**src/rtl/pixel_pkg.sv**
```systemverilog
// Shared constants and the frame sequencer state type for the pixel array.
package pixel_pkg;

  localparam int PIXEL_BITS         = 8;
  localparam int PIXEL_ARRAY_WIDTH  = 8;
  localparam int PIXEL_ARRAY_HEIGHT = 8;

  // Width of the phase timer; matches the EXPOSE_TIME input.
  localparam int TIMER_W = 8;

  typedef enum logic [2:0] {
    ST_IDLE,
    ST_ERASE,
    ST_EXPOSE,
    ST_CONVERT,
    ST_READ_SETTLE,
    ST_READ_WAIT
  } seq_state_t;

endpackage

```
**src/rtl/pixel_phase_timer.sv**
```systemverilog
// Loadable down-counter used to time the ERASE and EXPOSE phases.
// done is high in the last cycle of a loaded duration (count == 1), so a
// load of N keeps the owning phase active for exactly N cycles.
module pixel_phase_timer import pixel_pkg::*; #(
  parameter int W = TIMER_W
) (
  input  logic         clk,
  input  logic         rst,
  input  logic         load,
  input  logic [W-1:0] value,
  output logic         done
);

  logic [W-1:0] count;

  // Load has priority; otherwise count down and rest at zero.
  always_ff @(posedge clk or posedge rst) begin
    if (rst) begin
      count <= '0;
    end else if (load) begin
      count <= value;
    end else if (count != '0) begin
      count <= count - 1'b1;
    end
  end

  assign done = (count == W'(1));

endmodule

```
**src/rtl/pixel_sequencer.sv**
```systemverilog
// Frame-level controller: erase, expose, ramp/counter conversion and
// row-by-row readout of the pixel array. All outputs are registered and are
// computed from the next state so they line up with the state register.
module pixel_sequencer import pixel_pkg::*; #(
  parameter int ERASE_CYCLES       = 4,
  parameter int PIXEL_ARRAY_HEIGHT = pixel_pkg::PIXEL_ARRAY_HEIGHT,
  parameter int PIXEL_BITS         = pixel_pkg::PIXEL_BITS
) (
  input  logic                                  CLK,
  input  logic                                  RESET,
  input  logic                                  START,
  input  logic [7:0]                            EXPOSE_TIME,
  input  logic                                  ROW_READY,
  output logic                                  ERASE,
  output logic                                  EXPOSE,
  output logic                                  VBN1,
  output logic                                  RAMP,
  output logic [PIXEL_BITS-1:0]                 COUNTER,
  output logic [PIXEL_ARRAY_HEIGHT-1:0]         READ,
  output logic                                  ROW_VALID,
  output logic [$clog2(PIXEL_ARRAY_HEIGHT)-1:0] ROW_INDEX,
  output logic                                  BUSY,
  output logic                                  FRAME_DONE
);

  localparam int ROW_W = $clog2(PIXEL_ARRAY_HEIGHT);

  seq_state_t         state, state_next;
  logic [TIMER_W-1:0] expose_len;
  logic [TIMER_W-1:0] timer_value;
  logic               timer_load;
  logic               timer_done;
  logic [ROW_W-1:0]   row, row_next;
  logic               last_row;
  logic               handshake;

  assign last_row  = (row == ROW_W'(PIXEL_ARRAY_HEIGHT - 1));
  assign handshake = (state == ST_READ_WAIT) && ROW_READY;
  assign ROW_INDEX = row;

  pixel_phase_timer #(.W(TIMER_W)) u_timer (
    .clk   (CLK),
    .rst   (RESET),
    .load  (timer_load),
    .value (timer_value),
    .done  (timer_done)
  );

  // State register.
  always_ff @(posedge CLK or posedge RESET) begin
    if (RESET) state <= ST_IDLE;
    else       state <= state_next;
  end

  // Next state, timer loads and row pointer update.
  always_comb begin
    state_next  = state;
    timer_load  = 1'b0;
    timer_value = '0;
    row_next    = row;
    case (state)
      ST_IDLE: begin
        if (START) begin
          state_next  = ST_ERASE;
          timer_load  = 1'b1;
          timer_value = TIMER_W'(ERASE_CYCLES);
        end
      end
      ST_ERASE: begin
        if (timer_done) begin
          state_next  = ST_EXPOSE;
          timer_load  = 1'b1;
          timer_value = expose_len;
        end
      end
      ST_EXPOSE: begin
        if (timer_done) state_next = ST_CONVERT;
      end
      ST_CONVERT: begin
        if (COUNTER == {PIXEL_BITS{1'b1}}) state_next = ST_READ_SETTLE;
      end
      ST_READ_SETTLE: begin
        state_next = ST_READ_WAIT;
      end
      ST_READ_WAIT: begin
        if (handshake) begin
          state_next = last_row ? ST_IDLE : ST_READ_SETTLE;
          row_next   = last_row ? '0 : row + 1'b1;
        end
      end
      default: state_next = ST_IDLE;
    endcase
  end

  // Exposure length captured on START accept; zero is promoted to one cycle.
  always_ff @(posedge CLK or posedge RESET) begin
    if (RESET) begin
      expose_len <= TIMER_W'(1);
    end else if (state == ST_IDLE && START) begin
      expose_len <= (EXPOSE_TIME == '0) ? TIMER_W'(1) : EXPOSE_TIME;
    end
  end

  // Conversion count: runs only while staying in CONVERT, so it never wraps.
  always_ff @(posedge CLK or posedge RESET) begin
    if (RESET) begin
      COUNTER <= '0;
    end else if (state == ST_CONVERT && state_next == ST_CONVERT) begin
      COUNTER <= COUNTER + 1'b1;
    end else begin
      COUNTER <= '0;
    end
  end

  // Row pointer, held from READ_SETTLE through the handshake cycle.
  always_ff @(posedge CLK or posedge RESET) begin
    if (RESET) row <= '0;
    else       row <= row_next;
  end

  // Registered array strobes decoded from the next state.
  always_ff @(posedge CLK or posedge RESET) begin
    if (RESET) begin
      ERASE      <= 1'b0;
      EXPOSE     <= 1'b0;
      VBN1       <= 1'b0;
      RAMP       <= 1'b0;
      READ       <= '0;
      ROW_VALID  <= 1'b0;
      BUSY       <= 1'b0;
      FRAME_DONE <= 1'b0;
    end else begin
      ERASE      <= (state_next == ST_ERASE);
      EXPOSE     <= (state_next == ST_EXPOSE);
      VBN1       <= (state_next == ST_CONVERT);
      RAMP       <= (state_next == ST_CONVERT);
      READ       <= (state_next == ST_READ_SETTLE || state_next == ST_READ_WAIT)
                    ? (PIXEL_ARRAY_HEIGHT'(1) << row_next) : '0;
      ROW_VALID  <= (state_next == ST_READ_WAIT);
      BUSY       <= (state_next != ST_IDLE);
      FRAME_DONE <= handshake && last_row;
    end
  end

endmodule
```
**config.mk**
```make
export PLATFORM = sky130hd
export DESIGN_NAME = pixel_sequencer
export DESIGN_NICKNAME = d
export VERILOG_FILES = /design/src/rtl/pixel_pkg.sv /design/src/rtl/pixel_phase_timer.sv /design/src/rtl/pixel_sequencer.sv
export SDC_FILE = /design/constraint.sdc
export NUM_CORES = 1
export LEC_CHECK = 0
export CORE_MARGIN = 3
export CORE_UTILIZATION = 56
export CTS_CLUSTER_DIAMETER = 80
export DETAILED_ROUTE_END_ITERATION = 16
export PLACE_DENSITY = 0.85
export REMOVE_ABC_BUFFERS = 1
export SYNTH_ARGS = -nofsm -noshare
export SYNTH_HDL_FRONTEND = slang
export SYNTH_SLANG_ARGS = --single-unit
export TNS_END_PERCENT = 50
```
**constraint.sdc**
```tcl
create_clock -name CLK -period 4 [get_ports CLK]
set_input_delay 0.6 -clock CLK [delete_from_list [all_inputs] [get_ports CLK]]
set_output_delay 0.6 -clock CLK [all_outputs]
set_load 0.01 [all_outputs]
```
* After elaboration in Yosys (flattened, before gate mapping)
Index checks and enable logic that the tools add are counted.
** Storage, ports and cells
- Bits in registers :: 44
- Bits of input ports :: 12
- Logic and storage cells :: 60
** Cells by class
- Add/subtract/negate cells :: 3
- Equality and inequality tests :: 13
- Shifts and indexed selects :: 1
- Muxes and demuxes :: 21
- Reduce and logical (&&, ||, !) cells :: 10
** Operators by type and width (count)
- 8-bit two-way mux :: 6
- 3-bit two-way mux :: 10
- 3-bit case mux with 6 select lines :: 1
- 8-bit case mux with 2 select lines :: 1
- 3-bit == test, second input constant :: 5
- 3-bit by 2-bit == test with 1-bit output, second input constant :: 4
- 8-bit by 1-bit adder with 8-bit output, second input constant :: 1
- 8-bit by 1-bit == test with 1-bit output, second input constant :: 1
- 8-bit == test, second input constant :: 1
- 8-bit zero test :: 1
- 8-bit nonzero test :: 1
- 1-bit by 3-bit << shifter with 8-bit output, first input constant :: 1
- 8-bit by 1-bit subtractor with 8-bit output, second input constant :: 1
- 3-bit by 1-bit == test with 1-bit output, second input constant :: 2
- 1-bit logical AND :: 4
- 3-bit by 1-bit adder with 3-bit output, second input constant :: 1
- 3-bit zero test :: 1
- 3-bit nonzero test :: 1
- 1-bit two-way mux :: 2
- 1-bit case mux with 2 select lines :: 1
- 2-bit nonzero test :: 1
- 1-bit logical OR :: 1

* Longest topological paths before layout
Gate-level depths: netlist of the first run.
- Depth after elaboration :: 7
- Gate-level depth with buffers :: 7
- Depth with buffers taken out :: 7

* Cells and area by module
A second synthesis of the first run with hierarchy kept.
** Second synthesis, totals
- Cell total of the unflattened synthesis :: 196
- Area total of the unflattened synthesis :: 2102.0 µm²
** Modules (own cells, without submodules)
- pixel_sequencer :: instances 1, cells an instance 141, area each 1599.0 µm², sequential area each 902.1 µm²
- pixel_phase_timer :: instances 1, cells an instance 55, area each 503.0 µm², sequential area each 200.2 µm²

* Least setup slack after synthesis of the first run
No wires, ideal clock.
- Kind :: register to register
- From :: register row[0], in the netlist ROW_INDEX[0]
- To :: register READ[2]
- Setup time :: 0.072 ns
- Arrival :: 1.406 ns
- Data required time :: 3.928 ns
- Slack :: 2.523 ns
- Stages on the path, launching flop included :: 7
- Path buffers :: 0
- Period minus slack after synthesis :: 1.477 ns
- Cells stage by stage :: dfrtp_1 -> ha_1 -> ha_1 -> and3_1 -> o32ai_4 -> nand2_2 -> nor2_1
** On the way
- Word-level cells in the longest chain between the ends :: 7
- Elaborated cells on any way between the ends :: 13
- Classes of those cells :: 1 x add/sub; 3 x eq/ne; 1 x shift; 7 x mux; 1 x reduce/logical
** Ends and longest elaborated chain
- start, declared :: line pixel_sequencer.sv:33 : logic [ROW_W-1:0] row, row_next;
- start signal, assigned :: line pixel_sequencer.sv:118 : else row <= row_next;
- 3-bit == test (*) :: line pixel_sequencer.sv:37 : assign last_row = (row == ROW_W'(PIXEL_ARRAY_HEIGHT - 1));
- 3-bit two-way mux (*) :: line pixel_sequencer.sv:87 : state_next = last_row ? ST_IDLE : ST_READ_SETTLE;
- 3-bit two-way mux (*) :: line pixel_sequencer.sv:86 : if (handshake) begin
- 3-bit case mux with 6 select lines (*) :: line pixel_sequencer.sv:61 : case (state)
- net state_next[2] :: line pixel_sequencer.sv:28 : seq_state_t state, state_next;
- 3-bit == test :: line pixel_sequencer.sv:137 : READ <= (state_next == ST_READ_SETTLE || state_next == ST_READ_WAIT)
- 1-bit logical OR (*) :: line pixel_sequencer.sv:137
- 8-bit two-way mux (*) :: line pixel_sequencer.sv:138 : ? (PIXEL_ARRAY_HEIGHT'(1) << row_next) : '0;
- end signal, assigned :: line pixel_sequencer.sv:137
- end, declared :: line pixel_sequencer.sv:19 : output logic [PIXEL_ARRAY_HEIGHT-1:0] READ,
The timed path passes the listed nets; every way through them passes the cells marked *.
A chain may end at the register's enable or synchronous reset.

* Final worst setup path of the first run
- From :: register COUNTER[4]
- To :: output port COUNTER[4]
** RTL lines
- start, declared :: line pixel_sequencer.sv:18 : output logic [PIXEL_BITS-1:0] COUNTER,
- start signal, assigned :: line pixel_sequencer.sv:109 : COUNTER <= COUNTER + 1'b1;
No word-level cell between the ends.

==> results of run 1 <==
-- layout by cell type, fill, tap and decap left out, drive strengths merged, types with 6 or more instances in the layout --
| master | Yosys | layout |
|---|---|---|
| clkdlybuf4s50 | 0 | 37 |
| nor2 | 27 | 27 |
| mux2i | 6 | 6 |
| inv | 10 | 11 |
| nand2 | 10 | 10 |
| mux2 | 8 | 8 |
| dfrtp | 43 | 43 |
| nand3 | 6 | 6 |
| o21ai | 6 | 6 |
| a21oi | 7 | 7 |
-- registers in the layout (all words and copies together) (netlist names) --
signal,count
ROW_VALID,1
ERASE,1
state,3
EXPOSE,1
FRAME_DONE,1
COUNTER,8
expose_len,8
u_timer.count,8
READ,8
ROW_INDEX,3
RAMP,1
BUSY,1
-- per-layer routing --
layer	GRT usage	routed length [um]	vias to the layer above
met5	0	0	-
met4	0.0861	61	0
met3	0.0675	292	6
met2	0.380	2170	51
met1	0.262	1690	723
li1	-	-	710
-- synthesized netlist by cell type, types with 3 or more instances --
library cell / number
sky130_fd_sc_hd__nand2_1: 9
sky130_fd_sc_hd__a21oi_1: 7
sky130_fd_sc_hd__nand3_1: 5
sky130_fd_sc_hd__inv_1: 10
sky130_fd_sc_hd__o21ai_0: 6
sky130_fd_sc_hd__and3_1: 5
sky130_fd_sc_hd__xor2_1: 3
sky130_fd_sc_hd__mux2i_1: 6
sky130_fd_sc_hd__dfrtp_1: 43
sky130_fd_sc_hd__nor2_1: 26
sky130_fd_sc_hd__a22o_1: 3
sky130_fd_sc_hd__ha_1: 5
sky130_fd_sc_hd__xnor2_1: 5
sky130_fd_sc_hd__mux2_2: 6
-- logic make-up after synthesis --
kind of cell | count (synthesis) | share of synthesized area
flip-flops | 44 | 0.528
AND/OR/NAND/NOR | 67 | 0.191
multiplexers | 14 | 0.0755
AO/OA/AOI/OAI | 29 | 0.106
XOR/XNOR | 8 | 0.0336
buffers and inverters | 14 | 0.0360
adder cells (fa/ha/maj) | 5 | 0.0300
-- metrics by stage --
stage,hold slack (ns),instances
after floorplan,0.446,177
after CTS,0.500,269
after global placement,0.464,261
after global routing,0.527,269
final,0.502,269
after detailed placement,0.488,261
-- worst min path at each step --
stage                                    startpoint                            to  slack (ns)  depth (start not counted)
after floorplan           expose_len[4]$_DFFE_PP0P_  u_timer.count[4]$_DFFE_PP0P_        0.45                          2
after global placement         COUNTER[0]$_DFF_PP0_          COUNTER[0]$_DFF_PP0_        0.46                          1
after detailed placement  expose_len[4]$_DFFE_PP0P_  u_timer.count[4]$_DFFE_PP0P_        0.49                          2
after CTS                      COUNTER[0]$_DFF_PP0_          COUNTER[0]$_DFF_PP0_        0.50                          1
after global routing      expose_len[0]$_DFFE_PP1P_     expose_len[0]$_DFFE_PP1P_        0.53                          2
final                          COUNTER[0]$_DFF_PP0_          COUNTER[0]$_DFF_PP0_        0.50                          1
-- final cells by class --
type | count | area, um2 | area share
Timing Repair Buffer | 38 | 378 | 0.145
Clock inverter | 3 | 46.3 | 0.0178
Tap cell | 46 | 57.6 | 0.0221
Sequential cell | 44 | 1100 | 0.424
Multi-Input combinational cell | 123 | 910 | 0.350
Clock buffer | 5 | 68.8 | 0.0265
Inverter | 10 | 37.5 | 0.0144
-- power by group through the flow --
stage | Sequential [mW] | Clock [mW] | Combinational, mW
final | 0.718 | 0.347 | 0.662
after global routing | 0.736 | 0.370 | 0.737
after CTS | 0.714 | 0.352 | 0.665
after detailed placement | 0.723 | 0 | 0.659
after global placement | 0.710 | 0 | 0.621
after floorplan | 0.714 | 0 | 0.431
==> metrics.json, run 1 <==
{
  "critical_path_cell_count": 1,
  "path_buf_inv": 1,
  "tritoncts.num_buffers": 5,
  "r2r-start": "state[2]$_DFF_PP0_",
  "timing.max_slew.rel_slack": 0.355,
  "synthesis.instances": 181,
  "switching_portion_of_total_power": 0.357,
  "cts_max_path_buffers": 2,
  "final_area_mm2": 0.00260,
  "num_vias": 1490,
  "post_cts_hold_buffer_count": 0,
  "endpoint_kind_of_the_worst_setup_timing_path": "output port",
  "grt_setup_unrepaired": "no",
  "antenna_violations_before_repair": 0,
  "grtUsageTotal": 0.223,
  "clock_tree.htree_level_count": 2,
  "totalWireLength_mm": 4.22,
  "fin_crit_sh": 0.484,
  "start_util": 0.602,
  "power_per_cell_area_mw_per_mm2": 664,
  "worst_slack_ns": 2.06,
  "num_rows": 21,
  "post_cts_resize_count": 0,
  "routed_length_per_placed_instance_um": 15.7,
  "cell_family_with_most_cp_delay": "buffers and inverters",
  "timing_hold_violations_final": 0,
  "global_placement_routability_congestion": 0.860,
  "cp_cell_sequence": "clkdlybuf4s50_1",
  "timing.critical_path.arrival_ns": 1.34,
  "cap_viol_max_count": 0,
  "dpl-instance-area_mm2": 0.00248,
  "syn_avg_cell_area_um2": 11.5,
  "skew_ns": 0.00680,
  "r2r_slack_ns": 2.16,
  "remaining_design_rule_violation_count": 0,
  "synthesis.area_mm2": 0.00209,
  "synth_enable_flop_cells": 0,
  "clk_pin_slew_ns": 0.09,
  "combinationalPowerShare": 0.383,
  "max-vdd-ir-drop_v": 0.000376,
  "startpoint": "COUNTER[4]$_DFF_PP0_",
  "cts_sinks": 44,
  "dr.pass1.iters": 4,
  "synthArstFlopShare": 1.00,
  "core_area_mm2": 0.00347,
  "finalCoreUtilization": 0.750,
  "cts_setup_buffers": 0,
  "min_path_type": "flop to flop",
  "total_power_mw": 1.73,
  "power_switching_mw": 0.617,
  "grt_max_degree": 27,
  "global_route.overflow_total": 0,
  "setup_viol_count_final": 0,
  "design.portCount": 38,
  "design.final.nets": 239,
  "clock_insertion_delay_worst_skew_ns": 0.31,
  "detailed_place_hpwl_mm": 3.12,
  "fmax_mhz": 517,
  "worst-slew-pin-transition_ns": 0.967,
  "fp.dieW_um": 67.0,
  "yosys_register_bits": 44,
  "static-leakage-power_nw": 1.19,
  "cts_root_buf": "sky130_fd_sc_hd__clkbuf_8",
  "place.port_buffers": 37,
  "ys_types": 49,
  "cts_tree": "built",
  "critical_path_max_stage_delay_ns": 0.57,
  "critPathCapture": "COUNTER[4]",
  "synth_top_flop_cell": "sky130_fd_sc_hd__dfrtp_1",
  "final_layout_size_suffix_gt1_frac": 0.135,
  "worst-setup-path-type": "flop to output port",
  "grt_first_pass_wirelength_mm": 7.36,
  "critPathMaxFanout": 6,
  "critPathRequiredTime_ns": 3.40,
  "fillerInstances": 230,
  "design.die.area_mm2": 0.00450,
  "outcome": "complete, no violations",
  "placement.setup.worst_slack_ns": 1.88,
  "r2r_end": "u_timer.count[3]$_DFFE_PP0P_",
  "worst_path_max_delay_cell": "sky130_fd_sc_hd__clkdlybuf4s50_1",
  "final_period_minus_worst_setup_slack_ns": 1.94,
  "first_global_vias": 1538,
  "worstSetupStartpointType": "flop",
  "internal_power_mw": 1.11,
  "yosys_warnings": 0,
  "syn_to_final_growth_pct": 24.6,
  "synth_largest_area_cell": "sky130_fd_sc_hd__dfrtp_1",
  "dieHeight_um": 67.0,
  "ant_nets": 0,
  "setup_total_negative_slack_ns": 0,
  "reg2regPathDepth": 4,
  "seqPwrFrac": 0.416,
  "ys_top_cells_by_area": "sky130_fd_sc_hd__dfrtp_1 52%, sky130_fd_sc_hd__nor2_1 4.7%, sky130_fd_sc_hd__mux2_2 3.2%, sky130_fd_sc_hd__ha_1 3.0%, sky130_fd_sc_hd__mux2i_1 2.9%",
  "viasPerCell": 5.54,
  "synth_top_area_share": 0.516,
  "p_clk_frac": 0.201,
  "slew_viol_final": 0,
  "n_antenna_cell": 0,
  "synth_seq_area_share": 0.528,
  "drt_iter0_drc": 87
}
(Power assumes the default switching activity.)
==> run 2: changes to the inputs <==
CORE_UTILIZATION = 52   (was 56)
PLACE_DENSITY = 0.79   (was 0.85)
clock period = 2 ns   (was 4 ns; I/O delays follow)
==> metrics.json, run 2 (synthesis results as in run 1) <==
{
  "static-leakage-power": {"value": 1.20, "unit": "nW", "change": "was 1.19 nW"},
  "setup_total_negative_slack": {"value": 0, "unit": "ns", "change": "unchanged"},
  "slew_viol_final": {"value": 0, "change": "unchanged"},
  "final_layout_size_suffix_gt1_frac": {"value": 0.146, "change": "was 0.135"},
  "cap_viol_max_count": {"value": 0, "change": "unchanged"},
  "worst-setup-path-type": {"value": "flop to flop", "change": "was flop to output port"},
  "grtUsageTotal": {"value": 0.204, "change": "was 0.223"},
  "power_per_cell_area": {"value": 1290, "unit": "mW/mm2", "change": "was 664 mW/mm2"},
  "timing_hold_violations_final": {"value": 0, "change": "unchanged"},
  "design.final.nets": {"value": 242, "change": "was 239"},
  "grt_max_degree": {"value": 45, "change": "was 27"},
  "final_area": {"value": 0.00262, "unit": "mm2", "change": "was 0.00260 mm2"},
  "worstSetupStartpointType": {"value": "flop", "change": "unchanged"},
  "final_period_minus_worst_setup_slack_ns": 1.76,
  "ant_nets": {"value": 0, "change": "unchanged"},
  "cts_setup_buffers": {"value": 0, "change": "unchanged"},
  "critical_path_max_stage_delay": {"value": 0.44, "unit": "ns", "change": "was 0.57 ns"},
  "clk_pin_slew": {"value": 0.09, "unit": "ns", "change": "about the same"},
  "critPathRequiredTime": {"value": 2.19, "unit": "ns", "change": "was 3.40 ns"},
  "drt_iter0_drc": {"value": 50, "change": "was 87"},
  "design.portCount": {"value": 38, "change": "unchanged"},
  "core_area": {"value": 0.00377, "unit": "mm2", "change": "was 0.00347 mm2"},
  "cts_max_path_buffers": {"value": 2, "change": "unchanged"},
  "endpoint_kind_of_the_worst_setup_timing_path": {"value": "flop", "change": "was output port"},
  "num_rows": {"value": 22, "change": "was 21"},
  "fin_crit_sh": 0.878,
  "fp.dieW": {"value": 69.4, "unit": "um", "change": "was 67.0 um"},
  "worst_path_max_delay_cell": {"value": "sky130_fd_sc_hd__and4_1", "change": "was sky130_fd_sc_hd__clkdlybuf4s50_1"},
  "totalWireLength": {"value": 4.46, "unit": "mm", "change": "was 4.22 mm"},
  "mostFrequentLayoutCell": {"value": "sky130_fd_sc_hd__dfrtp_1", "change": "unchanged"},
  "fmax_mhz": 569,
  "layout.cells.most_common_list": {"value": "43 x sky130_fd_sc_hd__dfrtp_1, 37 x sky130_fd_sc_hd__clkdlybuf4s50_1, 26 x sky130_fd_sc_hd__nor2_1", "change": "unchanged"},
  "min_path_type": {"value": "primary input to asynchronous set/reset pin", "change": "was flop to flop"},
  "syn_to_final_growth": {"value": 25.3, "unit": "%", "change": "was 24.6%"},
  "start_util": {"value": 0.553, "change": "was 0.602"},
  "grt_first_pass_wirelength": {"value": 7.81, "unit": "mm", "change": "was 7.36 mm"},
  "tritoncts.num_buffers": {"value": 5, "change": "unchanged"},
  "clock_tree.htree_level_count": {"value": 2, "change": "unchanged"},
  "post_cts_resize_count": {"value": 0, "change": "unchanged"},
  "remaining_design_rule_violation_count": {"value": 0, "change": "unchanged"},
  "skew": {"value": 0.00601, "unit": "ns", "change": "was 0.00680 ns"},
  "global_placement_routability_congestion": {"value": 0.809, "change": "was 0.860"},
  "timing.max_slew.rel_slack": {"value": 0.693, "change": "was 0.355"},
  "global_route.overflow_total": {"value": 0, "change": "unchanged"},
  "critPathMaxFanout": {"value": 11, "change": "was 6"},
  "fillerInstances": {"value": 274, "change": "was 230"},
  "cts_tree": {"value": "built", "change": "unchanged"},
  "worst-slew-pin-transition": {"value": 0.457, "unit": "ns", "change": "was 0.967 ns"},
  "detailed_place_hpwl": {"value": 3.35, "unit": "mm", "change": "was 3.12 mm"},
  "first_global_vias": {"value": 1597, "change": "was 1,538"},
  "n_antenna_cell": {"value": 0, "change": "unchanged"},
  "timing.critical_path.arrival": {"value": 1.94, "unit": "ns", "change": "was 1.34 ns"},
  "clock_insertion_delay_worst_skew": {"value": 0.29, "unit": "ns", "change": "was 0.31 ns"},
  "cts_sinks": {"value": 44, "change": "unchanged"},
  "place.port_buffers": {"value": 37, "change": "unchanged"},
  "design.die.area": {"value": 0.00481, "unit": "mm2", "change": "was 0.00450 mm2"},
  "routed_length_per_placed_instance": {"value": 16.3, "unit": "um", "change": "was 15.7 um"},
  "num_vias": {"value": 1495, "change": "was 1,490"},
  "dieHeight": {"value": 69.4, "unit": "um", "change": "was 67.0 um"},
  "viasPerCell": {"value": 5.46, "change": "was 5.54"},
  "antenna_violations_before_repair": {"value": 0, "change": "unchanged"},
  "grt_setup_unrepaired": {"value": "no", "change": "unchanged"},
  "cp_cell_sequence": {"value": "inv_1 > ha_1 > and2_1 > and4_1 > nor2_1 > a32o_1", "change": "was clkdlybuf4s50_1"},
  "hold_ws": {"value": 0.356, "unit": "ns", "change": "was 0.502 ns"},
  "post_cts_hold_buffer_count": {"value": 0, "change": "unchanged"},
  "outcome": {"value": "complete, no violations", "change": "unchanged"},
  "cts_root_buf": {"value": "sky130_fd_sc_hd__clkbuf_8", "change": "unchanged"},
  "setup_viol_count_final": {"value": 0, "change": "unchanged"},
  "max-vdd-ir-drop": {"value": 0.000672, "unit": "V", "change": "was 0.000376 V"},
  "dr.pass1.iters": {"value": 4, "change": "unchanged"},
  "dpl-instance-area": {"value": 0.00252, "unit": "mm2", "change": "was 0.00248 mm2"}
}
==> run 2: cell types whose count changed in the layout (fill, tap and decap cells not counted), sizes merged <==
cell      change
buf           +3
bufinv        -1
clkinv        +1
clkinvlp      +1
inv           -1
==> run 2: path summary, 6_finish.rpt <==
| check | slack [ns] | end | cells after the start | startpoint |
|---|---|---|---|---|
| max reg2reg | 0.24 | u_timer.count[3]$_DFFE_PP0P_ | 6 | u_timer.count[1]$_DFFE_PP0P_ |
| min | 0.36 | READ[2]$_DFF_PP0_ | 3 | RESET |
| min in group CLK | 0.49 | COUNTER[0]$_DFF_PP0_ | 1 | COUNTER[0]$_DFF_PP0_ |
| min reg2reg | 0.49 | COUNTER[0]$_DFF_PP0_ | 1 | COUNTER[0]$_DFF_PP0_ |
| max | 0.24 | u_timer.count[3]$_DFFE_PP0P_ | 6 | u_timer.count[1]$_DFFE_PP0P_ |
| max in group asynchronous | 1.36 | expose_len[0]$_DFFE_PP1P_ | 3 | RESET |
==> run 2: cell type report <==
class	count	area (um2)	share of cell area
Clock buffer	5	68.8	0.0263
Inverter	10	37.5	0.0144
Multi-Input combinational cell	123	910	0.348
Clock inverter	3	23.8	0.00909
Tap cell	48	60.1	0.0230
Sequential cell	44	1100	0.422
Timing Repair Buffer	41	413	0.158
==> run 2: report_power, final <==
| part | switching, mW | leakage [nW] | internal, mW |
|---|---|---|---|
| sequential | 0.244 | 0.566 | 1.16 |
| clock | 0.307 | 0.0404 | 0.247 |
| combinational | 0.679 | 0.591 | 0.727 |
==> run 2: per-stage QoR <==
step                power (mW)  setup slack [ns]   util  cells
floorplan                 2.29             0.469      -    177
global placement          2.74             0.305  0.669    266
detailed placement        2.82             0.259  0.669    266
CTS                       3.38             0.275  0.693    274
global route              3.61             0.196  0.693    274
finish                    3.37             0.244  0.693    274
==> run 2: per-layer routing <==
layer | GRT usage | up-vias | routed length (um)
li1 | - | 713 | -
met1 | 0.255 | 728 | 1940
met2 | 0.351 | 46 | 2260
met3 | 0.0507 | 8 | 215
met4 | 0.0542 | 0 | 44
met5 | 0 | - | 0
==> run 2: critical path, delay by kind of cell (launching register included) <==
family                   cells  cell delay, ns
AO/OA/AOI/OAI                1            0.26
flip-flops                   1            0.42
adder cells (fa/ha/maj)      1            0.17
AND/OR/NAND/NOR              3            0.70
buffers and inverters        1            0.11
==> run 3: changes to the inputs <==
clock period = 1.9 ns   (was 2 ns; I/O delays follow)
==> metrics.json, run 3 (synthesis results as in run 1) <==
{
  "cts_sinks": {"value": 44, "change": "unchanged"},
  "totalWireLength": {"value": 4.18, "unit": "mm", "change": "was 4.46 mm"},
  "internal_power": {"value": 2.29, "unit": "mW", "change": "was 2.14 mW"},
  "timing.critical_path.arrival": {"value": 1.91, "unit": "ns", "change": "was 1.94 ns"},
  "r2r-start": {"value": "u_timer.count[1]$_DFFE_PP0P_", "change": "unchanged"},
  "reg2regPathDepth": {"value": 6, "change": "unchanged"},
  "timing.max_slew.rel_slack": {"value": 0.697, "change": "was 0.693"},
  "p_clk_frac": {"value": 0.166, "change": "was 0.165"},
  "remaining_design_rule_violation_count": {"value": 0, "change": "unchanged"},
  "clock_insertion_delay_worst_skew": {"value": 0.29, "unit": "ns", "change": "about the same"},
  "fin_crit_sh": {"value": 0.909, "change": "was 0.878"},
  "clock_tree.htree_level_count": {"value": 2, "change": "unchanged"},
  "max-vdd-ir-drop": {"value": 0.000820, "unit": "V", "change": "was 0.000672 V"},
  "tritoncts.num_buffers": {"value": 5, "change": "unchanged"},
  "global_route.overflow_total": {"value": 0, "change": "unchanged"},
  "skew": {"value": 0.00615, "unit": "ns", "change": "was 0.00601 ns"},
  "fillerInstances": {"value": 271, "change": "was 274"},
  "routed_length_per_placed_instance": {"value": 15.3, "unit": "um", "change": "was 16.3 um"},
  "cap_viol_max_count": {"value": 0, "change": "unchanged"},
  "layout.cells.most_common_list": {"value": "43 x sky130_fd_sc_hd__dfrtp_1, 37 x sky130_fd_sc_hd__clkdlybuf4s50_1, 26 x sky130_fd_sc_hd__nor2_1", "change": "unchanged"},
  "design.portCount": {"value": 38, "change": "unchanged"},
  "critPathMaxFanout": {"value": 11, "change": "unchanged"},
  "endpoint_kind_of_the_worst_setup_timing_path": {"value": "flop", "change": "unchanged"},
  "cts_root_buf": {"value": "sky130_fd_sc_hd__clkbuf_8", "change": "unchanged"},
  "static-leakage-power": {"value": 1.20, "unit": "nW", "change": "about the same"},
  "slew_viol_final": {"value": 0, "change": "unchanged"},
  "cts_max_path_buffers": {"value": 2, "change": "unchanged"},
  "worstSetupStartpointType": {"value": "flop", "change": "unchanged"},
  "num_vias": {"value": 1499, "change": "was 1,495"},
  "layoutNonFillerInstCount": {"value": 274, "change": "unchanged"},
  "outcome": {"value": "complete, no violations", "change": "unchanged"},
  "dieHeight": {"value": 69.4, "unit": "um", "change": "unchanged"},
  "fp.dieW": {"value": 69.4, "unit": "um", "change": "unchanged"},
  "power_switching": {"value": 1.25, "unit": "mW", "change": "was 1.23 mW"},
  "post_cts_resize_count": {"value": 0, "change": "unchanged"},
  "dr.pass1.iters": {"value": 4, "change": "unchanged"},
  "worst-setup-path-type": {"value": "flop to flop", "change": "unchanged"},
  "post_cts_hold_buffer_count": {"value": 0, "change": "unchanged"},
  "first_global_vias": {"value": 1601, "change": "was 1,597"},
  "num_rows": {"value": 22, "change": "unchanged"},
  "setup_viol_count_final": {"value": 0, "change": "unchanged"},
  "start_util": {"value": 0.553, "change": "unchanged"},
  "final_period_minus_worst_setup_slack": {"value": 1.73, "unit": "ns", "change": "was 1.76 ns"},
  "antenna_violations_before_repair": {"value": 0, "change": "unchanged"},
  "viasPerCell": {"value": 5.47, "change": "was 5.46"},
  "cts_setup_buffers": {"value": 0, "change": "unchanged"},
  "final_layout_size_suffix_gt1_frac": {"value": 0.137, "change": "was 0.146"},
  "clk_pin_slew": {"value": 0.08, "unit": "ns", "change": "was 0.09 ns"},
  "design.final.nets": {"value": 242, "change": "unchanged"},
  "core_area": {"value": 0.00377, "unit": "mm2", "change": "unchanged"},
  "n_antenna_cell": {"value": 0, "change": "unchanged"},
  "r2r_end": {"value": "u_timer.count[3]$_DFFE_PP0P_", "change": "unchanged"},
  "worst_slack": {"value": 0.172, "unit": "ns", "change": "was 0.244 ns"},
  "global_placement_routability_congestion": {"value": 0.819, "change": "was 0.809"},
  "total_power": {"value": 3.54, "unit": "mW", "change": "was 3.37 mW"},
  "grt_setup_unrepaired": {"value": "no", "change": "unchanged"},
  "r2r_slack": {"value": 0.17, "unit": "ns", "change": "was 0.24 ns"},
  "dp.cells": {"value": 266, "change": "unchanged"},
  "grtUsageTotal": {"value": 0.192, "change": "was 0.204"},
  "grt_first_pass_wirelength": {"value": 7.43, "unit": "mm", "change": "was 7.81 mm"},
  "final_area": {"value": 0.00261, "unit": "mm2", "change": "was 0.00262 mm2"},
  "setup_total_negative_slack": {"value": 0, "unit": "ns", "change": "unchanged"},
  "critPathRequiredTime": {"value": 2.08, "unit": "ns", "change": "was 2.19 ns"},
  "dpl-instance-area": {"value": 0.00252, "unit": "mm2", "change": "unchanged"},
  "min_path_type": {"value": "primary input to asynchronous set/reset pin", "change": "unchanged"},
  "detailed_place_hpwl": {"value": 3.09, "unit": "mm", "change": "was 3.35 mm"},
  "design.die.area": {"value": 0.00481, "unit": "mm2", "change": "unchanged"},
  "ant_nets": {"value": 0, "change": "unchanged"},
  "seqPwrFrac": {"value": 0.417, "change": "was 0.418"},
  "place.port_buffers": {"value": 37, "change": "unchanged"},
  "combinationalPowerShare": {"value": 0.417, "change": "was 0.418"},
  "syn_to_final_growth": {"value": 25.2, "unit": "%", "change": "was 25.3%"},
  "switching_portion_of_total_power": {"value": 0.354, "change": "was 0.365"},
  "mostFrequentLayoutCell": {"value": "sky130_fd_sc_hd__dfrtp_1", "change": "unchanged"},
  "grt_max_degree": {"value": 45, "change": "unchanged"},
  "placement.setup.worst_slack": {"value": 0.158, "unit": "ns", "change": "was 0.259 ns"},
  "fmax": {"value": 579, "unit": "MHz", "change": "was 569 MHz"},
  "cts_tree": {"value": "built", "change": "unchanged"},
  "power_per_cell_area": {"value": 1350, "unit": "mW/mm2", "change": "was 1290 mW/mm2"},
  "worst-slew-pin-transition": {"value": 0.450, "unit": "ns", "change": "was 0.457 ns"},
  "drt_iter0_drc": {"value": 87, "change": "was 50"},
  "timing_hold_violations_final": {"value": 0, "change": "unchanged"}
}
==> run 3: cell count changes in the layout (fill, tap and decap cells not counted), sizes merged <==
cell	delta
clkinvlp	-2
clkinv	-1
clkbuf	+3
==> run 3: worst max-delay path by stage <==
stage,startpoint,end,depth (start not counted)
after global routing,u_timer.count[1]$_DFFE_PP0P_,u_timer.count[3]$_DFFE_PP0P_,6
after global placement,START,expose_len[5]$_DFFE_PP0P_,4
after CTS,u_timer.count[1]$_DFFE_PP0P_,u_timer.count[3]$_DFFE_PP0P_,6
after floorplan,u_timer.count[1]$_DFFE_PP0P_,u_timer.count[3]$_DFFE_PP0P_,6
after detailed placement,ROW_READY,READ[0]$_DFF_PP0_,5
final,u_timer.count[1]$_DFFE_PP0P_,u_timer.count[3]$_DFFE_PP0P_,6
==> run 3: cell type report <==
type / count / area, um2 / share of cell area
clock buffers: 8 / 90.1 / 0.0345
inverters: 10 / 37.5 / 0.0144
well taps: 48 / 60.1 / 0.0230
repair buffers: 41 / 413 / 0.158
multi-input cells: 123 / 910 / 0.348
flip-flops and latches: 44 / 1100 / 0.422
==> run 3: worst max-delay path: stages, from the launching register on <==
cell and delay [ns]:
sky130_fd_sc_hd__dfrtp_1 0.41, sky130_fd_sc_hd__inv_1 0.12, sky130_fd_sc_hd__ha_1 0.17, sky130_fd_sc_hd__and2_1 0.14, sky130_fd_sc_hd__and4_1 0.42, sky130_fd_sc_hd__nor2_1 0.10, sky130_fd_sc_hd__a32o_1 0.26
==> run 3: power by group through the flow <==
stage / clock [mW] / combinational [mW] / sequential (mW)
after floorplan: 0 / 0.907 / 1.50
after global placement: 0 / 1.41 / 1.47
after detailed placement: 0 / 1.47 / 1.49
after CTS: 0.607 / 1.49 / 1.48
after global routing: 0.649 / 1.63 / 1.52
final: 0.588 / 1.48 / 1.47
==> run 3: routing by layer <==
metal,vias up,share of wire,track usage
li1,718,-,-
met1,741,0.44,0.251
met2,32,0.48,0.298
met3,8,0.057,0.0681
met4,0,0.017,0.0651
met5,-,0,0
==> run 3: through the flow <==
| step | utilization | hold slack (ns) |
|---|---|---|
| global placement | 0.669 | 0.465 |
| CTS | 0.693 | 0.361 |
| floorplan | - | 0.376 |
| finish | 0.693 | 0.353 |
| detailed placement | 0.669 | 0.476 |
| global route | 0.693 | 0.405 |
